--- src/rtl/ram_port_arbiter.sv ---
`default_nettype none
// ============================================================================
// Module   : ram_port_arbiter
// Purpose  : Serialises two requesters onto one RAM port (round-robin or
//            fixed priority) and returns read data with a one-cycle ack.
// Revision : 1.0 - initial release
// ============================================================================
module ram_port_arbiter #(
    parameter int AW         = 32,
    parameter int DW         = 32,
    parameter int RD_LATENCY = 1,
    parameter int ARB_MODE   = 0
) (
    input  logic          clk,
    input  logic          reset,
    input  logic          req0,
    input  logic          we0,
    input  logic [AW-1:0] addr0,
    input  logic [DW-1:0] wdata0,
    output logic          ack0,
    output logic [DW-1:0] rdata0,
    input  logic          req1,
    input  logic          we1,
    input  logic [AW-1:0] addr1,
    input  logic [DW-1:0] wdata1,
    output logic          ack1,
    output logic [DW-1:0] rdata1,
    input  logic [DW-1:0] ram_read_data,
    output logic [AW-1:0] ram_address,
    output logic [DW-1:0] ram_write_data,
    output logic          ram_read_req,
    output logic          ram_write_req,
    output logic          grant,
    output logic          busy
);

    localparam logic [2:0] c_LATENCY = 3'(RD_LATENCY);

    typedef enum logic [1:0] {
        S_IDLE  = 2'd0,
        S_ISSUE = 2'd1,
        S_WAIT  = 2'd2,
        S_DONE  = 2'd3
    } state_t;

    state_t     r_state;
    logic       r_lastGrant;
    logic       r_we;
    logic [2:0] r_waitCnt;

    logic          w_anyReq;
    logic          w_pick;
    logic          w_pickWe;
    logic [AW-1:0] w_pickAddr;
    logic [DW-1:0] w_pickWdata;

    // Port selection for the current IDLE cycle; only used when w_anyReq.
    always_comb begin
        w_anyReq = req0 | req1;
        w_pick   = req1 & ~req0;
        if (req0 && req1) begin
            w_pick = (ARB_MODE == 1) ? 1'b0 : ~r_lastGrant;
        end
        w_pickWe    = w_pick ? we1    : we0;
        w_pickAddr  = w_pick ? addr1  : addr0;
        w_pickWdata = w_pick ? wdata1 : wdata0;
    end

    // Outputs are set on the edge entering the state they belong to, so the
    // strobe lines up with ISSUE and the ack with DONE.
    always_ff @(posedge clk or posedge reset) begin
        if (reset) begin
            r_state        <= S_IDLE;
            r_lastGrant    <= 1'b1;
            r_we           <= 1'b0;
            r_waitCnt      <= 3'd0;
            ack0           <= 1'b0;
            ack1           <= 1'b0;
            rdata0         <= '0;
            rdata1         <= '0;
            ram_address    <= '0;
            ram_write_data <= '0;
            ram_read_req   <= 1'b0;
            ram_write_req  <= 1'b0;
            grant          <= 1'b0;
            busy           <= 1'b0;
        end else begin
            case (r_state)
                S_IDLE: begin
                    if (w_anyReq) begin
                        grant          <= w_pick;
                        busy           <= 1'b1;
                        r_we           <= w_pickWe;
                        ram_address    <= w_pickAddr;
                        ram_write_data <= w_pickWdata;
                        ram_read_req   <= ~w_pickWe;
                        ram_write_req  <= w_pickWe;
                        r_state        <= S_ISSUE;
                    end
                end
                S_ISSUE: begin
                    ram_read_req  <= 1'b0;
                    ram_write_req <= 1'b0;
                    r_waitCnt     <= c_LATENCY;
                    r_state       <= S_WAIT;
                end
                S_WAIT: begin
                    r_waitCnt <= r_waitCnt - 3'd1;
                    if (r_waitCnt == 3'd1) begin
                        if (!r_we) begin
                            if (grant) begin
                                rdata1 <= ram_read_data;
                            end else begin
                                rdata0 <= ram_read_data;
                            end
                        end
                        ack0    <= ~grant;
                        ack1    <= grant;
                        r_state <= S_DONE;
                    end
                end
                S_DONE: begin
                    ack0        <= 1'b0;
                    ack1        <= 1'b0;
                    busy        <= 1'b0;
                    r_lastGrant <= grant;
                    r_state     <= S_IDLE;
                end
                default: r_state <= S_IDLE;
            endcase
        end
    end

endmodule
`default_nettype wire

--- config.mk ---
export PLATFORM = sky130hd
export DESIGN_NAME = ram_port_arbiter
export DESIGN_NICKNAME = d
export VERILOG_FILES = /design/src/rtl/ram_port_arbiter.sv
export SDC_FILE = /design/constraint.sdc
export NUM_CORES = 1
export LEC_CHECK = 0
export ABC_AREA = 0
export CAP_MARGIN = 20
export CORE_MARGIN = 2
export CORE_UTILIZATION = 30
export CTS_BUF_LIST = sky130_fd_sc_hd__clkbuf_8
export CTS_CLUSTER_SIZE = 30
export DETAILED_ROUTE_END_ITERATION = 8
export PLACE_DENSITY = 0.68
export REMOVE_ABC_BUFFERS = 1
export SYNTH_ARGS = -nofsm -noshare
export SYNTH_HDL_FRONTEND = slang
export SYNTH_SLANG_ARGS = --single-unit
--- constraint.sdc ---
create_clock -name clk -period 6.3 [get_ports clk]
set_input_delay 1.26 -clock clk [delete_from_list [all_inputs] [get_ports clk]]
set_output_delay 1.26 -clock clk [all_outputs]
set_load 0.02 [all_outputs]
==> impl_metrics.ini, run 1 <==
[synthesis]
synthTopCellsByArea = dfrtp_1, mux2i_1, mux2_2, o21ai_0, nand2_1
synth_top_area_share_pct = 57.2
synthTopCellsByCount = dfrtp_1, o21ai_0, mux2i_1, nand2_1, mux2_2
post-synth-top-area-cell = dfrtp_1
yosysSeqAreaShare_pct = 57.6
ys_types = 33
ys.flop_type = dfrtp_1
synth-seq-cells = 141
synthesis.area_sq_um = 6130
synth_most_common_cell = dfrtp_1
yosysWarningCount = 0
synth_edf_count = 0
syn-instance-count = 487
ys_async_sr_fraction_pct = 100
avgSynthCellArea_sq_um = 12.6

[global_route]
track_usage_pct = 15.5
grt_max_degree = 99
grt_pass1_wl_mm = 26.2
antenna_found_initial = 0
gr-total-overflow = 0
grt_pass1_vias = 4786

[timing]
finalHoldViolCount = 0
worstMarginPinSlew_ns = 0.902
setup_viol = 0
rsz0062_at_grt = no
worst_slack_ns = 3.10
finalCritPeriodShare_pct = 50.8
max_clock_freq_ghz = 0.313
maxSlewHeadroom_pct = 39.9
skew_ns = 0.0156
min_period_ns = 3.20
hold_ws_ns = 0.478
fin_setup_tns_ns = 0
slew_viol_final = 0

[routing]
drtPass1Iterations = 4
top_layer = met4
via_per_inst = 4.41
ant_nets = 0
post_drt_wl_per_cell_um = 15.5
wl_met3_mm = 1.67
wl_mm = 16.5
drt_iter0_drc = 139
drc = 0
dr_total_vias = 4684
wl_met2_mm = 7.80
met1_length_mm = 6.94

[clock_tree]
clock-sinks = 141
post_cts_buffers = 0
cts-resized-gates = 0
cts_tree = yes
cts_hold_buf = 0
clock_latency_ns = 0.43
clkTransAtPathRegs_ns = 0.09
cts_buffers = 17
clockBufferDepth = 2
root_buffer = clkbuf_8
cts_htree_levels = 4

[power_and_ir_drop]
max-vdd-ir-drop_uv = 191
p_leak_nw = 4.28
p_per_area_nw_per_um2 = 494

[floorplanning]
die-area_sq_um = 21600
initial_core_util_pct = 30.5
coreArea_sq_um = 20100
core.rowCount = 52
fp.dieH_um = 147
die_w_um = 147
ioPinCount = 300

[setup_path]
worstPathMaxFanout = 34
cp.arrival_ns = 3.48
cp-start-kind = input pin
worstSetupPathType = in -> reg
required_ns = 6.59
end_kind = flip-flop

[placement]
place_area_sq_um = 9330
io_buffers = 299
gp_congestion = 0.760
place_ws_ns = 2.58
dp_hpwl_mm = 12.0

[finish]
post-route-cell-area_sq_um = 9710
area_growth_pct = 58.5
final_nets = 955
diodes = 0
layout-drive-gt1-share_pct = 14.0

[job]
maxCapViolCount = 0

[run_status]
outcome = completed

[min_path]
hold_class = reg -> reg
[critical path, cell delays in order]
cell and delay [ns]:
clkdlybuf4s50_1 0.60, a21bo_4 0.62, buf_4 0.59, mux2i_1 0.26, o21ai_0 0.10
[worst paths after layout]
path,from,end,slack [ns],depth (start not counted)
worst max-delay path,req0,ram_write_data[19]$_DFFE_PP0P_,3.10,5
worst min-delay path,ram_address[11]$_DFFE_PP0P_,ram_address[11]$_DFFE_PP0P_,0.48,2
worst max register to register,r_lastGrant$_DFFE_PP1P_,ram_write_data[19]$_DFFE_PP0P_,4.04,4
worst min register to register,ram_address[11]$_DFFE_PP0P_,ram_address[11]$_DFFE_PP0P_,0.48,2
max in group asynchronous,reset,r_waitCnt[1]$_DFFE_PP0P_,3.69,3
min in group asynchronous,reset,rdata0[13]$_DFFE_PP0P_,1.38,2
[report_power, final]
group | leakage (nW) | total [W] | switching (W) | internal [W]
combinational | 2.38 | 0.00248 | 0.00122 | 0.00125
clock | 0.193 | 0.000717 | 0.000366 | 0.000351
sequential | 1.71 | 0.00160 | 0.000242 | 0.00136
[logic make-up after synthesis]
family	share of synthesized area (%)
multiplexers	23.5
adder cells (fa/ha/maj)	1.63
buffers and inverters	3.76
AO/OA/AOI/OAI	7.35
flip-flops	57.6
AND/OR/NAND/NOR	6.11
[final cells by class]
type | count | area, sq um
clock inverters | 14 | 146
repair buffers | 305 | 3040
fillers | 1844 | 10400
multi-input cells | 306 | 2380
well taps | 270 | 338
flip-flops and latches | 141 | 3530
clock buffers | 17 | 234
inverters | 10 | 42.5
[sequential cells by signal (all words and copies together), names as in the netlist]
| name | flops |
|---|---|
| r_lastGrant | 1 |
| ram_read_req | 1 |
| rdata0 | 32 |
| grant | 1 |
| r_state | 2 |
| busy | 1 |
| ram_write_req | 1 |
| ram_write_data | 32 |
| r_waitCnt | 3 |
| ram_address | 32 |
| ack1 | 1 |
| r_we | 1 |
| rdata1 | 32 |
| ack0 | 1 |
[layer usage]
metal	vias up	GRT usage, %
li1	2287	-
met1	2178	18.9
met2	212	25.2
met3	7	6.96
met4	0	4.04
met5	-	0
[cell usage in the layout (no fill, tap or decap), drive strengths merged, types with 2 or more instances in the layout]
master         instances
clkdlybuf4s50        299
dfrtp                140
o21ai                 73
mux2i                 66
nand2                 66
mux2                  66
clkbuf                17
inv                   13
ha                     8
clkinv                 7
buf                    6
nor2                   4
nand3                  3
nand3b                 2
nor2b                  2
a31oi                  2
clkinvlp               2
bufinv                 2
[through the flow]
stage                     instances  total power, W  util (%)
after global routing           1063         0.00511      48.3
after global placement         1032         0.00409      46.4
final                          1063         0.00479      48.3
after detailed placement       1032         0.00413      46.4
after CTS                      1063         0.00487      48.3
after floorplan                 457         0.00293         -
Note: power is estimated with default switching activity, not from simulation.
==> run 2: changes to the inputs <==
--- a/config.mk
+++ b/config.mk
@@ -12,7 +12,7 @@
 export CTS_BUF_LIST = sky130_fd_sc_hd__clkbuf_8
 export CTS_CLUSTER_SIZE = 30
 export DETAILED_ROUTE_END_ITERATION = 8
-export PLACE_DENSITY = 0.68
+export PLACE_DENSITY = 0.71
 export REMOVE_ABC_BUFFERS = 1
 export SYNTH_ARGS = -nofsm -noshare
 export SYNTH_HDL_FRONTEND = slang
==> constraint.sdc (replaced) <==
create_clock -name clk -period 2.6 [get_ports clk]
set_input_delay 0.52 -clock clk [delete_from_list [all_inputs] [get_ports clk]]
set_output_delay 0.52 -clock clk [all_outputs]
set_load 0.02 [all_outputs]
==> run 2 against run 1 <==
Net effect:
- total power is 140% higher
- non-clock buffer count is 14 higher
- final cell count grew 1.4%
- largest power group unchanged
==> impl_metrics.ini, run 2 (synthesis results as in run 1) <==
[clock_tree]
cts_htree_levels = 4
clockBufferDepth = 2
cts_buffers = 17
clock_latency_ns = 0.45
root_buffer = clkbuf_8
cts-resized-gates = 0
cts_hold_buf = 0
clock-sinks = 141
clkTransAtPathRegs_ns = 0.09
cts_tree = yes
post_cts_buffers = 0

[finish]
final_common_cell = clkdlybuf4s50_1
multiInputGateArea_sq_um = 2380
post-route-cell-area_sq_um = 9900
area_growth_pct = 61.6
diodes = 0
fillers = 1808
layout-drive-gt1-share_pct = 15.7
mostFrequentLayoutCells = clkdlybuf4s50_1, dfrtp_1, o21ai_0
final_nets = 969
seqCellArea_sq_um = 3530

[setup_path]
cp-start-kind = flip-flop
slowest_stage = clkdlybuf4s50_1
r2r_cells = 5
required_ns = 2.08
cp.depth = 1
cp-endpoint = grant
crit_path_max_incr_delay_ns = 0.67
reg2reg_from = r_state[0]$_DFFE_PP0P_
end_kind = output pin
startpoint = grant$_DFFE_PP0P_
worstPathMaxFanout = 7
path_cells = clkdlybuf4s50_1
worstSetupPathType = reg -> out
reg2reg_slack_ns = 0.60
cp_top_family = buffers and inverters
rr_endpoint = rdata0[1]$_DFFE_PP0P_
cp_num_buf_inv = 1
cp.arrival_ns = 1.60

[global_route]
track_usage_pct = 16.3
grt_pass1_wl_mm = 27.3
grt_max_degree = 63
grt_pass1_vias = 4973
antenna_found_initial = 0
gr-total-overflow = 0

[placement]
io_buffers = 299
place_area_sq_um = 9520
dp_hpwl_mm = 12.8
gp_congestion = 0.746

[timing]
finalHoldViolCount = 0
worstMarginPinSlew_ns = 0.578
maxSlewHeadroom_pct = 61.5
min_period_ns = 2.12
skew_ns = 0.0181
setup_viol = 0
max_clock_freq_ghz = 0.471
fin_setup_tns_ns = 0
finalCritPeriodShare_pct = 81.6
slew_viol_final = 0
rsz0062_at_grt = no

[routing]
post_drt_wl_per_cell_um = 15.8
drc = 0
dr_total_vias = 4769
via_per_inst = 4.42
wl_mm = 17.0
drtPass1Iterations = 4
drt_iter0_drc = 107
ant_nets = 0

[run_status]
outcome = completed

[floorplanning]
initial_core_util_pct = 30.5
coreArea_sq_um = 20100
fp.dieH_um = 147
die_w_um = 147
die-area_sq_um = 21600
ioPinCount = 300
core.rowCount = 52

[job]
maxCapViolCount = 0

[min_path]
hold_depth = 2
hold_class = reg -> reg

[power_and_ir_drop]
p_leak_nw = 4.36
max-vdd-ir-drop_uv = 423
p_per_area_nw_per_um2 = 1190
==> run 2: cell count changes in the layout (fill, tap and decap cells not counted), sizes merged <==
cell,previous run,this run
bufinv,2,0
clkbuf,17,18
clkinv,7,1
buf,6,20
inv,13,19
clkinvlp,2,4
==> run 2: worst min-delay path by stage <==
stage	startpoint	end
3_5_place_dp	ram_write_data[3]$_DFFE_PP0P_	ram_write_data[3]$_DFFE_PP0P_
2_1_floorplan	r_waitCnt[0]$_DFFE_PP0P_	r_waitCnt[0]$_DFFE_PP0P_
5_1_grt	ram_address[3]$_DFFE_PP0P_	ram_address[3]$_DFFE_PP0P_
4_1_cts	ram_address[3]$_DFFE_PP0P_	ram_address[3]$_DFFE_PP0P_
3_3_place_gp	ram_address[0]$_DFFE_PP0P_	ram_address[0]$_DFFE_PP0P_
6_report	ram_write_data[14]$_DFFE_PP0P_	ram_write_data[14]$_DFFE_PP0P_
==> run 2: area by class of cell <==
class	count	share of cell area (%)
Timing Repair Buffer	319	32.6
Clock buffer	18	2.50
Inverter	10	0.430
Tap cell	270	3.41
Clock inverter	14	1.26
Sequential cell	141	35.7
Multi-Input combinational cell	306	24.1
==> run 2: routing by layer <==
metal	track usage (%)	vias to the layer above	wire length [um]
met3	6.21	20	1590
met5	0	-	0
met2	27.0	226	7950
met4	6.11	0	320
li1	-	2322	-
met1	19.4	2201	7150
==> run 2: power by group <==
part           internal (W)  switching [W]  total, W
registers           0.00329       0.000581   0.00387
clock network      0.000723       0.000976   0.00170
logic               0.00316        0.00301   0.00617
total               0.00717        0.00457    0.0117
==> run 2: metrics by stage <==
stage               utilization (%)  cells  total power (W)  hold slack, ns  worst slack [ns]
global route                   49.2   1078           0.0126           0.506             0.397
CTS                            49.2   1078           0.0119           0.488             0.414
finish                         49.2   1078           0.0117           0.483             0.479
detailed placement             47.4   1046           0.0102           0.469             0.382
floorplan                         -    457          0.00711           0.513             -2.33
global placement               47.4   1046           0.0101           0.460             0.436
